===== src/rtl/attack_seq_pkg.sv =====
// attack_seq_pkg: shared state encoding and default widths for the attack sequencer.
package attack_seq_pkg;

    localparam int X_W        = 9;
    localparam int Y_W        = 8;
    localparam int C_W        = 3;
    localparam int MAX_LAYERS = 8;
    localparam int MAX_CYCLES = 15;

    typedef enum logic [2:0] {
        ST_IDLE   = 3'd0,
        ST_DRAW   = 3'd1,
        ST_HOLD   = 3'd2,
        ST_ERASE  = 3'd3,
        ST_FINISH = 3'd4
    } seq_state_e;

    // Index width for a layer count; a single layer still needs one bit.
    function automatic int idx_width(input int n);
        int w;
        w = (n > 1) ? $clog2(n) : 1;
        return w;
    endfunction

endpackage


===== src/rtl/attack_sequencer_frame_timer.sv =====
// frame_timer: down-counter that holds an effect layer on screen.
// A load restarts the count; expired is high during the last held cycle,
// so the owner leaves its hold state exactly FRAME_TICKS cycles after the load.
module frame_timer #(
    parameter int FRAME_TICKS = 12500000
) (
    input  logic clock,
    input  logic reset,
    input  logic load,
    output logic expired
);

    localparam int CNT_W = (FRAME_TICKS > 1) ? $clog2(FRAME_TICKS) : 1;
    localparam logic [CNT_W-1:0] RELOAD = CNT_W'(FRAME_TICKS - 1);

    logic [CNT_W-1:0] count_r;
    logic             running_r;

    // Reload on load, otherwise count down to zero and stop.
    always_ff @(posedge clock or negedge reset) begin
        if (!reset) begin
            count_r   <= {CNT_W{1'b0}};
            running_r <= 1'b0;
        end else if (load) begin
            count_r   <= RELOAD;
            running_r <= 1'b1;
        end else if (running_r) begin
            if (count_r == {CNT_W{1'b0}}) begin
                running_r <= 1'b0;
            end else begin
                count_r <= count_r - CNT_W'(1);
            end
        end else begin
            count_r <= count_r;
        end
    end

    assign expired = running_r && (count_r == {CNT_W{1'b0}});

endmodule


===== src/rtl/attack_sequencer.sv =====
// attack_sequencer: draws the caster layer once, then cycles the effect layers
// for NUM_CYCLES rounds, holding each for FRAME_TICKS, and muxes the active
// layer's pixel stream onto the single VGA write port.
// Optional feature macro: ATTACK_SEQ_ERASE_EN (redraw each effect layer in
// ERASE_COLOUR after its hold).
module attack_sequencer
    import attack_seq_pkg::*;
#(
    parameter int NUM_LAYERS  = 4,
    parameter int NUM_CYCLES  = 5,
    parameter int FRAME_TICKS = 12500000,
    parameter int X_W         = attack_seq_pkg::X_W,
    parameter int Y_W         = attack_seq_pkg::Y_W,
    parameter int C_W         = attack_seq_pkg::C_W
`ifdef ATTACK_SEQ_ERASE_EN
    ,
    parameter logic [C_W-1:0] ERASE_COLOUR = {C_W{1'b0}}
`endif
) (
    input  logic                      clock,
    input  logic                      reset,
    input  logic                      start,
    input  logic                      abort,
    output logic [NUM_LAYERS-1:0]     layer_en,
    input  logic [NUM_LAYERS-1:0]     layer_done,
    input  logic [NUM_LAYERS-1:0]     layer_plot,
    input  logic [NUM_LAYERS*X_W-1:0] layer_x,
    input  logic [NUM_LAYERS*Y_W-1:0] layer_y,
    input  logic [NUM_LAYERS*C_W-1:0] layer_c,
    output logic [X_W-1:0]            out_x,
    output logic [Y_W-1:0]            out_y,
    output logic [C_W-1:0]            out_colour,
    output logic                      out_plot,
    output logic                      busy,
    output logic                      done
);

    localparam int IDX_W = idx_width(NUM_LAYERS);
    localparam logic [IDX_W-1:0] LAST_IDX = IDX_W'(NUM_LAYERS - 1);
    localparam logic [IDX_W-1:0] IDX_ZERO = {IDX_W{1'b0}};
    localparam logic [IDX_W-1:0] IDX_ONE  = IDX_W'(1);
    localparam logic [3:0]       LAST_RND = 4'(NUM_CYCLES - 1);

    seq_state_e              state_r;
    logic [IDX_W-1:0]        idx_r;
    logic [3:0]              rnd_r;
    logic [NUM_LAYERS-1:0]   layer_en_r;
    logic                    busy_r;
    logic                    done_r;

    logic                    done_sel_s;
    logic                    plot_sel_s;
    logic [X_W-1:0]          x_sel_s;
    logic [Y_W-1:0]          y_sel_s;
    logic [C_W-1:0]          c_sel_s;
    logic [X_W-1:0]          out_x_s;
    logic [Y_W-1:0]          out_y_s;
    logic [C_W-1:0]          out_c_s;
    logic                    out_plot_s;
    seq_state_e              adv_state_s;
    logic [IDX_W-1:0]        adv_idx_s;
    logic [3:0]              adv_rnd_s;
    logic                    adv_done_s;
    logic                    timer_load_s;
    logic                    timer_expired_s;

    // One-hot enable vector for a layer index.
    function automatic logic [NUM_LAYERS-1:0] onehot_f(input logic [IDX_W-1:0] i);
        logic [NUM_LAYERS-1:0] v;
        v = {NUM_LAYERS{1'b0}};
        for (int k = 0; k < NUM_LAYERS; k++) begin
            v[k] = (i == IDX_W'(k));
        end
        return v;
    endfunction

    // Select the active layer's done flag and pixel bus by idx.
    always_comb begin
        done_sel_s = 1'b0;
        plot_sel_s = 1'b0;
        x_sel_s    = {X_W{1'b0}};
        y_sel_s    = {Y_W{1'b0}};
        c_sel_s    = {C_W{1'b0}};
        for (int k = 0; k < NUM_LAYERS; k++) begin
            done_sel_s = done_sel_s | (layer_done[k] & (idx_r == IDX_W'(k)));
            plot_sel_s = plot_sel_s | (layer_plot[k] & (idx_r == IDX_W'(k)));
            x_sel_s    = x_sel_s | (layer_x[k*X_W +: X_W] & {X_W{idx_r == IDX_W'(k)}});
            y_sel_s    = y_sel_s | (layer_y[k*Y_W +: Y_W] & {Y_W{idx_r == IDX_W'(k)}});
            c_sel_s    = c_sel_s | (layer_c[k*C_W +: C_W] & {C_W{idx_r == IDX_W'(k)}});
        end
    end

    // Where the sequence goes once an effect layer is finished with.
    always_comb begin
        adv_state_s = ST_DRAW;
        adv_idx_s   = idx_r;
        adv_rnd_s   = rnd_r;
        adv_done_s  = 1'b0;
        if (idx_r < LAST_IDX) begin
            adv_idx_s = idx_r + IDX_ONE;
        end else if (rnd_r < LAST_RND) begin
            adv_rnd_s = rnd_r + 4'd1;
            adv_idx_s = IDX_ONE;
        end else begin
            adv_state_s = ST_FINISH;
            adv_done_s  = 1'b1;
        end
    end

    // Pixel port follows the selected layer only while it is being drawn.
    always_comb begin
        out_x_s    = {X_W{1'b0}};
        out_y_s    = {Y_W{1'b0}};
        out_c_s    = {C_W{1'b0}};
        out_plot_s = 1'b0;
        if (state_r == ST_DRAW) begin
            out_x_s    = x_sel_s;
            out_y_s    = y_sel_s;
            out_c_s    = c_sel_s;
            out_plot_s = plot_sel_s;
        end
`ifdef ATTACK_SEQ_ERASE_EN
        else if (state_r == ST_ERASE) begin
            out_x_s    = x_sel_s;
            out_y_s    = y_sel_s;
            out_c_s    = ERASE_COLOUR;
            out_plot_s = plot_sel_s;
        end
`endif
        else begin
            out_x_s    = {X_W{1'b0}};
            out_y_s    = {Y_W{1'b0}};
            out_c_s    = {C_W{1'b0}};
            out_plot_s = 1'b0;
        end
    end

    assign timer_load_s = (state_r == ST_DRAW) && done_sel_s && (idx_r != IDX_ZERO) && !abort;

    frame_timer #(
        .FRAME_TICKS (FRAME_TICKS)
    ) u_frame_timer (
        .clock   (clock),
        .reset   (reset),
        .load    (timer_load_s),
        .expired (timer_expired_s)
    );

    // Sequencer FSM with registered enables, busy and done.
    always_ff @(posedge clock or negedge reset) begin
        if (!reset) begin
            state_r    <= ST_IDLE;
            idx_r      <= IDX_ZERO;
            rnd_r      <= 4'd0;
            layer_en_r <= {NUM_LAYERS{1'b0}};
            busy_r     <= 1'b0;
            done_r     <= 1'b0;
        end else if (abort && (state_r != ST_IDLE)) begin
            state_r    <= ST_IDLE;
            idx_r      <= IDX_ZERO;
            rnd_r      <= 4'd0;
            layer_en_r <= {NUM_LAYERS{1'b0}};
            busy_r     <= 1'b0;
            done_r     <= 1'b0;
        end else begin
            case (state_r)
                ST_IDLE: begin
                    done_r <= 1'b0;
                    if (start) begin
                        state_r    <= ST_DRAW;
                        idx_r      <= IDX_ZERO;
                        rnd_r      <= 4'd0;
                        layer_en_r <= onehot_f(IDX_ZERO);
                        busy_r     <= 1'b1;
                    end else begin
                        layer_en_r <= {NUM_LAYERS{1'b0}};
                        busy_r     <= 1'b0;
                    end
                end
                ST_DRAW: begin
                    if (done_sel_s) begin
                        if (idx_r != IDX_ZERO) begin
                            state_r    <= ST_HOLD;
                            layer_en_r <= {NUM_LAYERS{1'b0}};
                        end else if (NUM_LAYERS == 1) begin
                            state_r    <= ST_FINISH;
                            layer_en_r <= {NUM_LAYERS{1'b0}};
                            done_r     <= 1'b1;
                        end else begin
                            idx_r      <= IDX_ONE;
                            layer_en_r <= onehot_f(IDX_ONE);
                        end
                    end else begin
                        state_r <= ST_DRAW;
                    end
                end
                ST_HOLD: begin
                    if (timer_expired_s) begin
`ifdef ATTACK_SEQ_ERASE_EN
                        state_r    <= ST_ERASE;
                        layer_en_r <= onehot_f(idx_r);
`else
                        state_r    <= adv_state_s;
                        idx_r      <= adv_idx_s;
                        rnd_r      <= adv_rnd_s;
                        done_r     <= adv_done_s;
                        layer_en_r <= (adv_state_s == ST_DRAW) ? onehot_f(adv_idx_s)
                                                               : {NUM_LAYERS{1'b0}};
`endif
                    end else begin
                        state_r <= ST_HOLD;
                    end
                end
`ifdef ATTACK_SEQ_ERASE_EN
                ST_ERASE: begin
                    if (done_sel_s) begin
                        state_r    <= adv_state_s;
                        idx_r      <= adv_idx_s;
                        rnd_r      <= adv_rnd_s;
                        done_r     <= adv_done_s;
                        layer_en_r <= (adv_state_s == ST_DRAW) ? onehot_f(adv_idx_s)
                                                               : {NUM_LAYERS{1'b0}};
                    end else begin
                        state_r <= ST_ERASE;
                    end
                end
`endif
                ST_FINISH: begin
                    state_r    <= ST_IDLE;
                    idx_r      <= IDX_ZERO;
                    rnd_r      <= 4'd0;
                    layer_en_r <= {NUM_LAYERS{1'b0}};
                    busy_r     <= 1'b0;
                    done_r     <= 1'b0;
                end
                default: begin
                    state_r    <= ST_IDLE;
                    idx_r      <= IDX_ZERO;
                    rnd_r      <= 4'd0;
                    layer_en_r <= {NUM_LAYERS{1'b0}};
                    busy_r     <= 1'b0;
                    done_r     <= 1'b0;
                end
            endcase
        end
    end

    assign layer_en   = layer_en_r;
    assign busy       = busy_r;
    assign done       = done_r;
    assign out_x      = out_x_s;
    assign out_y      = out_y_s;
    assign out_colour = out_c_s;
    assign out_plot   = out_plot_s;

endmodule

===== config.mk =====
export PLATFORM = sky130hd
export DESIGN_NAME = attack_sequencer
export DESIGN_NICKNAME = d
export VERILOG_FILES = /design/src/rtl/attack_seq_pkg.sv /design/src/rtl/attack_sequencer_frame_timer.sv /design/src/rtl/attack_sequencer.sv
export SDC_FILE = /design/constraint.sdc
export NUM_CORES = 1
export LEC_CHECK = 0
export CAP_MARGIN = 20
export CORE_ASPECT_RATIO = 1.2
export CORE_MARGIN = 4
export CORE_UTILIZATION = 35
export CTS_BUF_LIST = sky130_fd_sc_hd__clkbuf_8
export DETAILED_ROUTE_END_ITERATION = 16
export PLACE_DENSITY = 0.76
export SETUP_SLACK_MARGIN = 0.5
export SYNTH_ARGS = -nofsm -noshare
export SYNTH_HDL_FRONTEND = slang
export SYNTH_HIERARCHICAL = 1
export SYNTH_SLANG_ARGS = --single-unit

===== constraint.sdc =====
create_clock -name clock -period 3.57 [get_ports clock]
set_input_delay 0.714 -clock clock [delete_from_list [all_inputs] [get_ports clock]]
set_output_delay 0.714 -clock clock [all_outputs]
set_load 0.03 [all_outputs]

==> out/results.ini, run 1 <==
[outcome]
status=finished, final reports clean

[placement]
post-place-ws_ps=602
port_buffers=118
hpwl_um=7530
gp_congestion=0.851
place_area_mm2=0.00427

[routing]
drc_errors=0
routed_wl_um=9890
drtIter0Drc=163
via_count=3094
avgViaCountPerCell=5.49
dr.pass1.iters=4
wl_per_cell_um=17.5
final_antenna_net_count=0

[worst_setup_path]
required_ps=2860
startpoint_type=flip-flop
crit_type=reg -> out
critical_path_peak_fanout=16
end_kind=output port
arrival_ps=2370

[timing]
tightest_slew_ps=910
fin_ws_ps=491
finalMaxSlewViolations=0
relSlewSlack_pct=39.3
rsz0062_at_grt=yes
setup_viol=0
hold_slack_ps=507
finalCriticalPeriod_ps=3080
max_freq_mhz=325
hold_viol=0
finalCritPeriodShare_pct=86.3
finClkSkew_ps=6.07
tns_ps=0

[logic_synthesis]
syn-cell-area_mm2=0.00296
postSynthCellCount=335
ys_ff_latch=40
yosys_warnings=6
syn_nets=435
synth_edf_count=0
synth_area_per_cell_um2=8.84
yosys.area.top_type_share_pct=33.8
yosysSeqAreaShare_pct=33.8
synth_area_leader_cell=dfrtp_1
synthTopCellsByArea=dfrtp_1 34%, a22oi_1 11%, a21oi_1 4.9%
synth-main-ff-cell=dfrtp_1
synthArstFlopShare_pct=100
synth.distinct_cells=60

[cts]
insertion_delay_ps=290
clk_pin_slew_ps=80
clock-sinks=40
cts_setup_buffers=0
clock_path_buffers=2
htreeDepth=2
cts_tree=built
hold_buffers=0
cts_root_buf=clkbuf_8
cts_buffers=5

[layout]
utilization_pct=53.4
final_layout_size_suffix_gt1_share_pct=9.11
final_area_mm2=0.00437
nNetsFinal=550
num_antenna_cells=0
area_growth_pct=47.7

[floorplan]
std_cell_rows=36
die_area_mm2=0.0100
io_pins=119
fp.dieW_um=92.0
core_mm2=0.00820
initial_core_util_pct=36.1
die_y_um=109

[global_route]
antenna_found_initial=0
grt_util_all_layers_pct=19.4
grt_pass1_vias=3077
grt_max_degree=41
grt_pass1_wl_um=15800
overflow=0

[worst_hold_path]
min_path_type=reg -> reg

[flow_run]
drv_cap=0

[power_and_ir_drop]
leakagePower_uw=0.00176
cellPowerDensity_mw_per_mm2=581
peakVddDrop_mv=0.311

[worst paths after layout]
path / depth (start not counted) / start / slack, ps / end
hold reg to reg: 1 / layer_en[3] / 510 / layer_en[3]
min in group asynchronous: 1 / reset / 550 / u_frame_timer/count_r[18]
hold / removal: 1 / layer_en[3] / 510 / layer_en[3]
setup / recovery: 6 / idx_r[0] / 490 / out_y[7]
max in group asynchronous: 1 / reset / 2450 / u_frame_timer/count_r[11]
setup reg to reg: 10 / u_frame_timer/count_r[0] / 920 / rnd_r[0]
[per-layer routing]
layer  up-vias  track usage [%]  share of wire (%)
met2       120             34.2                 48
met3         6             7.11                 10
met1      1482             23.5                 41
met4         0             2.23               0.31
met5         -                0                  0
li1       1486                -                  -
[Yosys cell counts (6+ instances only)]
cell and number:
nor3b_1 9, dfrtp_1 40, nand2b_1 11, nand2_1 16, nor2_1 28, a22oi_1 44
nor2b_1 8, or3_1 6, xor2_1 9, ha_1 8, inv_1 11, a21oi_1 29
clkbuf_1 15, nor3_1 10
[critical path: stages, from the launching register on]
cell and delay, ps:
dfrtp_1 420, inv_1 120, ha_2 400, buf_4 200, a22oi_1 90, a21oi_1 150, clkdlybuf4s50_1 690
[power by group]
group	total [uW]	leakage, uW	switching, uW	internal [uW]
combinational	1520	0.00123	865	651
sequential	738	0.000477	155	583
clock	287	0.0000452	157	130
[through the flow]
stage	std cells	total power, uW
floorplan	335	1700
global placement	557	2240
detailed placement	557	2280
CTS	564	2560
global route	564	2740
finish	564	2540
[state kept, by name (all words and copies together), names as in the netlist]
name and flops:
layer_en 4, u_frame_timer/running_r 1, rnd_r 4, idx_r 2, u_frame_timer/count_r 24, done 1
state_r 3, busy 1
[final cells by class]
cell class / instances / area (um2)
Timing Repair Buffer: 128 / 1270
Clock inverter: 2 / 8.76
Sequential cell: 40 / 1000
Clock buffer: 5 / 68.8
Tap cell: 114 / 143
Inverter: 11 / 41.3
Multi-Input combinational cell: 264 / 1850
Fill cell: 774 / 3820
[placed cells by master (no fill, tap or decap), types with 4 or more instances in the layout]
| cell | n |
|---|---|
| o21bai_1 | 4 |
| o31a_1 | 4 |
| nand3_1 | 4 |
| dlymetal6s2s_1 | 8 |
| nand4_1 | 4 |
| o21ai_0 | 5 |
| ha_1 | 5 |
| nor3b_1 | 9 |
| nand2b_1 | 11 |
| nor4_1 | 4 |
| mux2i_1 | 5 |
| xor2_1 | 9 |
| dfrtp_1 | 40 |
| a21oi_1 | 29 |
| clkbuf_8 | 5 |
| clkdlybuf4s50_1 | 105 |
| nand2_1 | 16 |
| buf_4 | 10 |
| nor3_1 | 9 |
| dlygate4sd2_1 | 4 |
| or3_1 | 6 |
| nor2_1 | 28 |
| nor2b_1 | 8 |
| a22oi_1 | 44 |
| inv_1 | 12 |
[cells by family after synthesis]
kind of cell,synth area share (%)
buf+inv,4.31
compound gates,26.9
flops,33.8
mux,2.96
simple gates,25.1
xor+xnor,3.55
fa+ha+maj,3.38
[what timing repair did]
action | CTS | global route
cloned | 0 | 0
gates resized for setup | 7 | 8
setup endpoints to repair | 21 | 17
hold endpoints to repair | 0 | 0
Note: power is estimated with default switching activity, not from simulation.
==> run 2, diff against run 1 <==
--- a/config.mk
+++ b/config.mk
@@ -9,7 +9,7 @@
 export CORE_ASPECT_RATIO = 1.2
 export CORE_MARGIN = 4
 export CORE_UTILIZATION = 35
-export CTS_BUF_LIST = sky130_fd_sc_hd__clkbuf_8
+export CTS_BUF_LIST = sky130_fd_sc_hd__clkbuf_16
 export DETAILED_ROUTE_END_ITERATION = 16
 export PLACE_DENSITY = 0.76
 export SETUP_SLACK_MARGIN = 0.5
==> run 2 against run 1 <==
Net effect: worst hold slack worse by 7.5 ps; routed wire length is 0.20% lower; via count is 1.6% higher.
==> out/results.ini, run 2 (synthesis results as in run 1) <==
[outcome]
status=finished, final reports clean

[power_and_ir_drop]
power_frac_comb_pct=56.8  ; -2.9 points
sw_frac_of_total_pct=44.4  ; -2.0 points
p_clk_share_pct=15.6  ; +4.3 points
peakVddDrop_mv=0.320  ; +2.9%
cellPowerDensity_mw_per_mm2=604  ; +4.0%
pwr-share-seq_pct=27.6  ; -1.5 points
p_switching_uw=1190  ; +0.83%
leakagePower_uw=0.00178  ; +1.4%
p_int_uw=1490  ; +9.2%

[worst_setup_path]
crit_path_top_delay_cell=clkdlybuf4s50_1
worstPathBufferInverterCount=3  ; unchanged
crit_type=reg -> out
startpoint_type=flip-flop
required_ps=2860  ; about the same
arrival_ps=2340  ; -30 ps
cp_cell_sequence=inv_1 -> ha_2 -> buf_4 -> a22oi_1 -> a21oi_1 -> clkdlybuf4s50_1
end_kind=output port
cp_slowest_stage_delay_ps=690  ; about the same
crit_family=buffers and inverters
critical_path_peak_fanout=16  ; unchanged

[floorplan]
fp.dieW_um=92.0  ; unchanged
std_cell_rows=36  ; unchanged
die_area_mm2=0.0100  ; unchanged
core_mm2=0.00820  ; unchanged
die_y_um=109  ; unchanged
initial_core_util_pct=36.1  ; unchanged
io_pins=119  ; unchanged

[routing]
avgViaCountPerCell=5.57  ; +1.6%
drtIter0Drc=184  ; +13%
wl_per_cell_um=17.5  ; -0.20%
dr.pass1.iters=4  ; unchanged
via_count=3144  ; +1.6%
drc_errors=0  ; unchanged
routed_wl_um=9870  ; -0.20%
final_antenna_net_count=0  ; unchanged

[timing]
relSlewSlack_pct=41.1  ; +1.8 points
finalMaxSlewViolations=0  ; unchanged
rsz0062_at_grt=yes
setup_viol=0  ; unchanged
max_freq_mhz=327  ; +0.78%
finalCritPeriodShare_pct=85.6  ; -0.67 points
finalCriticalPeriod_ps=3060  ; -24.0 ps
tightest_slew_ps=883  ; -26.9 ps
fin_ws_ps=515  ; +24.0 ps
finClkSkew_ps=4.16  ; -1.92 ps
hold_viol=0  ; unchanged
tns_ps=0  ; unchanged

[placement]
placed_cells=557  ; unchanged
port_buffers=118  ; unchanged
gp_congestion=0.851  ; unchanged
place_area_mm2=0.00427  ; unchanged
post-place-ws_ps=602  ; unchanged
hpwl_um=7530  ; unchanged

[worst_hold_path]
min_path_type=reg -> reg

[cts]
clock_path_buffers=2  ; unchanged
cts_tree=built
cts_root_buf=clkbuf_16
cts_buffers=5  ; unchanged
htreeDepth=2  ; unchanged
clock-sinks=40  ; unchanged
cts_setup_buffers=0  ; unchanged
clk_pin_slew_ps=60  ; -20 ps
insertion_delay_ps=280  ; about the same

[layout]
seqCellArea_mm2=0.00100  ; unchanged
area_growth_pct=49.6
fill_cells=770  ; -0.52%
nNetsFinal=550  ; unchanged
multi_input_area_mm2=0.00184  ; -0.14%
final_area_mm2=0.00443  ; +1.3%
layout.cells.non_filler=564  ; unchanged
largest-register=u_frame_timer/count_r
final_layout_size_suffix_gt1_share_pct=8.89  ; -0.22 points
final_cell_mix=106 x clkdlybuf4s50_1, 44 x a22oi_1, 40 x dfrtp_1, 29 x a21oi_1, 28 x nor2_1
layout_commonest_cell=clkdlybuf4s50_1
largest_reg_flops=24  ; unchanged
num_antenna_cells=0  ; unchanged

[global_route]
grt_util_all_layers_pct=19.6  ; +0.17 points
antenna_found_initial=0  ; unchanged
grt_max_degree=41  ; unchanged
overflow=0  ; unchanged
grt_pass1_wl_um=15800  ; about the same
grt_pass1_vias=3085  ; +0.26%

[flow_run]
drv_cap=0  ; unchanged

## run 2: cell count changes in the layout (fill, tap and decap cells not counted), sizes merged
cell,change
dlygate4sd2,-1
clkdlybuf4s50,+1
## run 2: area by class of cell
type	instances	share of cell area, %
Inverter	11	0.932
Clock inverter	2	0.198
Timing Repair Buffer	128	28.6
Clock buffer	5	2.82
Sequential cell	40	22.6
Tap cell	114	3.22
Multi-Input combinational cell	264	41.6
## run 2: routing by layer
layer / track usage [%] / wire (um)
met1: 23.7 / 4040
met4: 3.82 / 47
met3: 6.56 / 1000
met2: 34.2 / 4780
met5: 0 / 0
## run 2: per-stage QoR
stage | power [uW] | utilization, % | hold WS [ps]
2_1_floorplan | 1700 | - | 418
3_3_place_gp | 2240 | 52.1 | 481
3_5_place_dp | 2280 | 52.1 | 480
4_1_cts | 2710 | 53.8 | 509
5_1_grt | 2870 | 54.0 | 515
6_report | 2680 | 54.0 | 500
## run 2: worst paths after layout
| path | start | endpoint | slack, ps | depth (start not counted) |
|---|---|---|---|---|
| hold reg to reg | layer_en[3] | layer_en[3] | 500 | 1 |
| setup reg to reg | u_frame_timer/count_r[0] | rnd_r[0] | 940 | 10 |
| hold / removal | layer_en[3] | layer_en[3] | 500 | 1 |
| max in group asynchronous | reset | u_frame_timer/count_r[17] | 2450 | 1 |
| min in group asynchronous | reset | u_frame_timer/count_r[19] | 540 | 1 |
| setup / recovery | idx_r[0] | out_y[7] | 510 | 6 |
## run 2: power by group through the flow
stage          combinational, uW  clock (uW)  sequential, uW
2_1_floorplan                967           0             737
3_3_place_gp                1500           0             735
3_5_place_dp                1530           0             742
4_1_cts                     1530         435             738
5_1_grt                     1660         451             762
6_report                    1520         419             739
## run 2: worst register-to-register path, cell delays in order, from the launching register on
cell	delay [ps]
dfrtp_1	390
inv_1	120
ha_1	160
nor2b_1	250
nand4_2	330
nor2_1	220
and2_1	290
nor3b_1	100
o21ai_2	220
o21ai_2	130
mux2_4	310
## run 2: what timing repair did
action,4_1_cts,5_1_grt
hold buffers,0,0
setup endpoints to repair,21,18
resized for setup,5,8
gates cloned,0,0
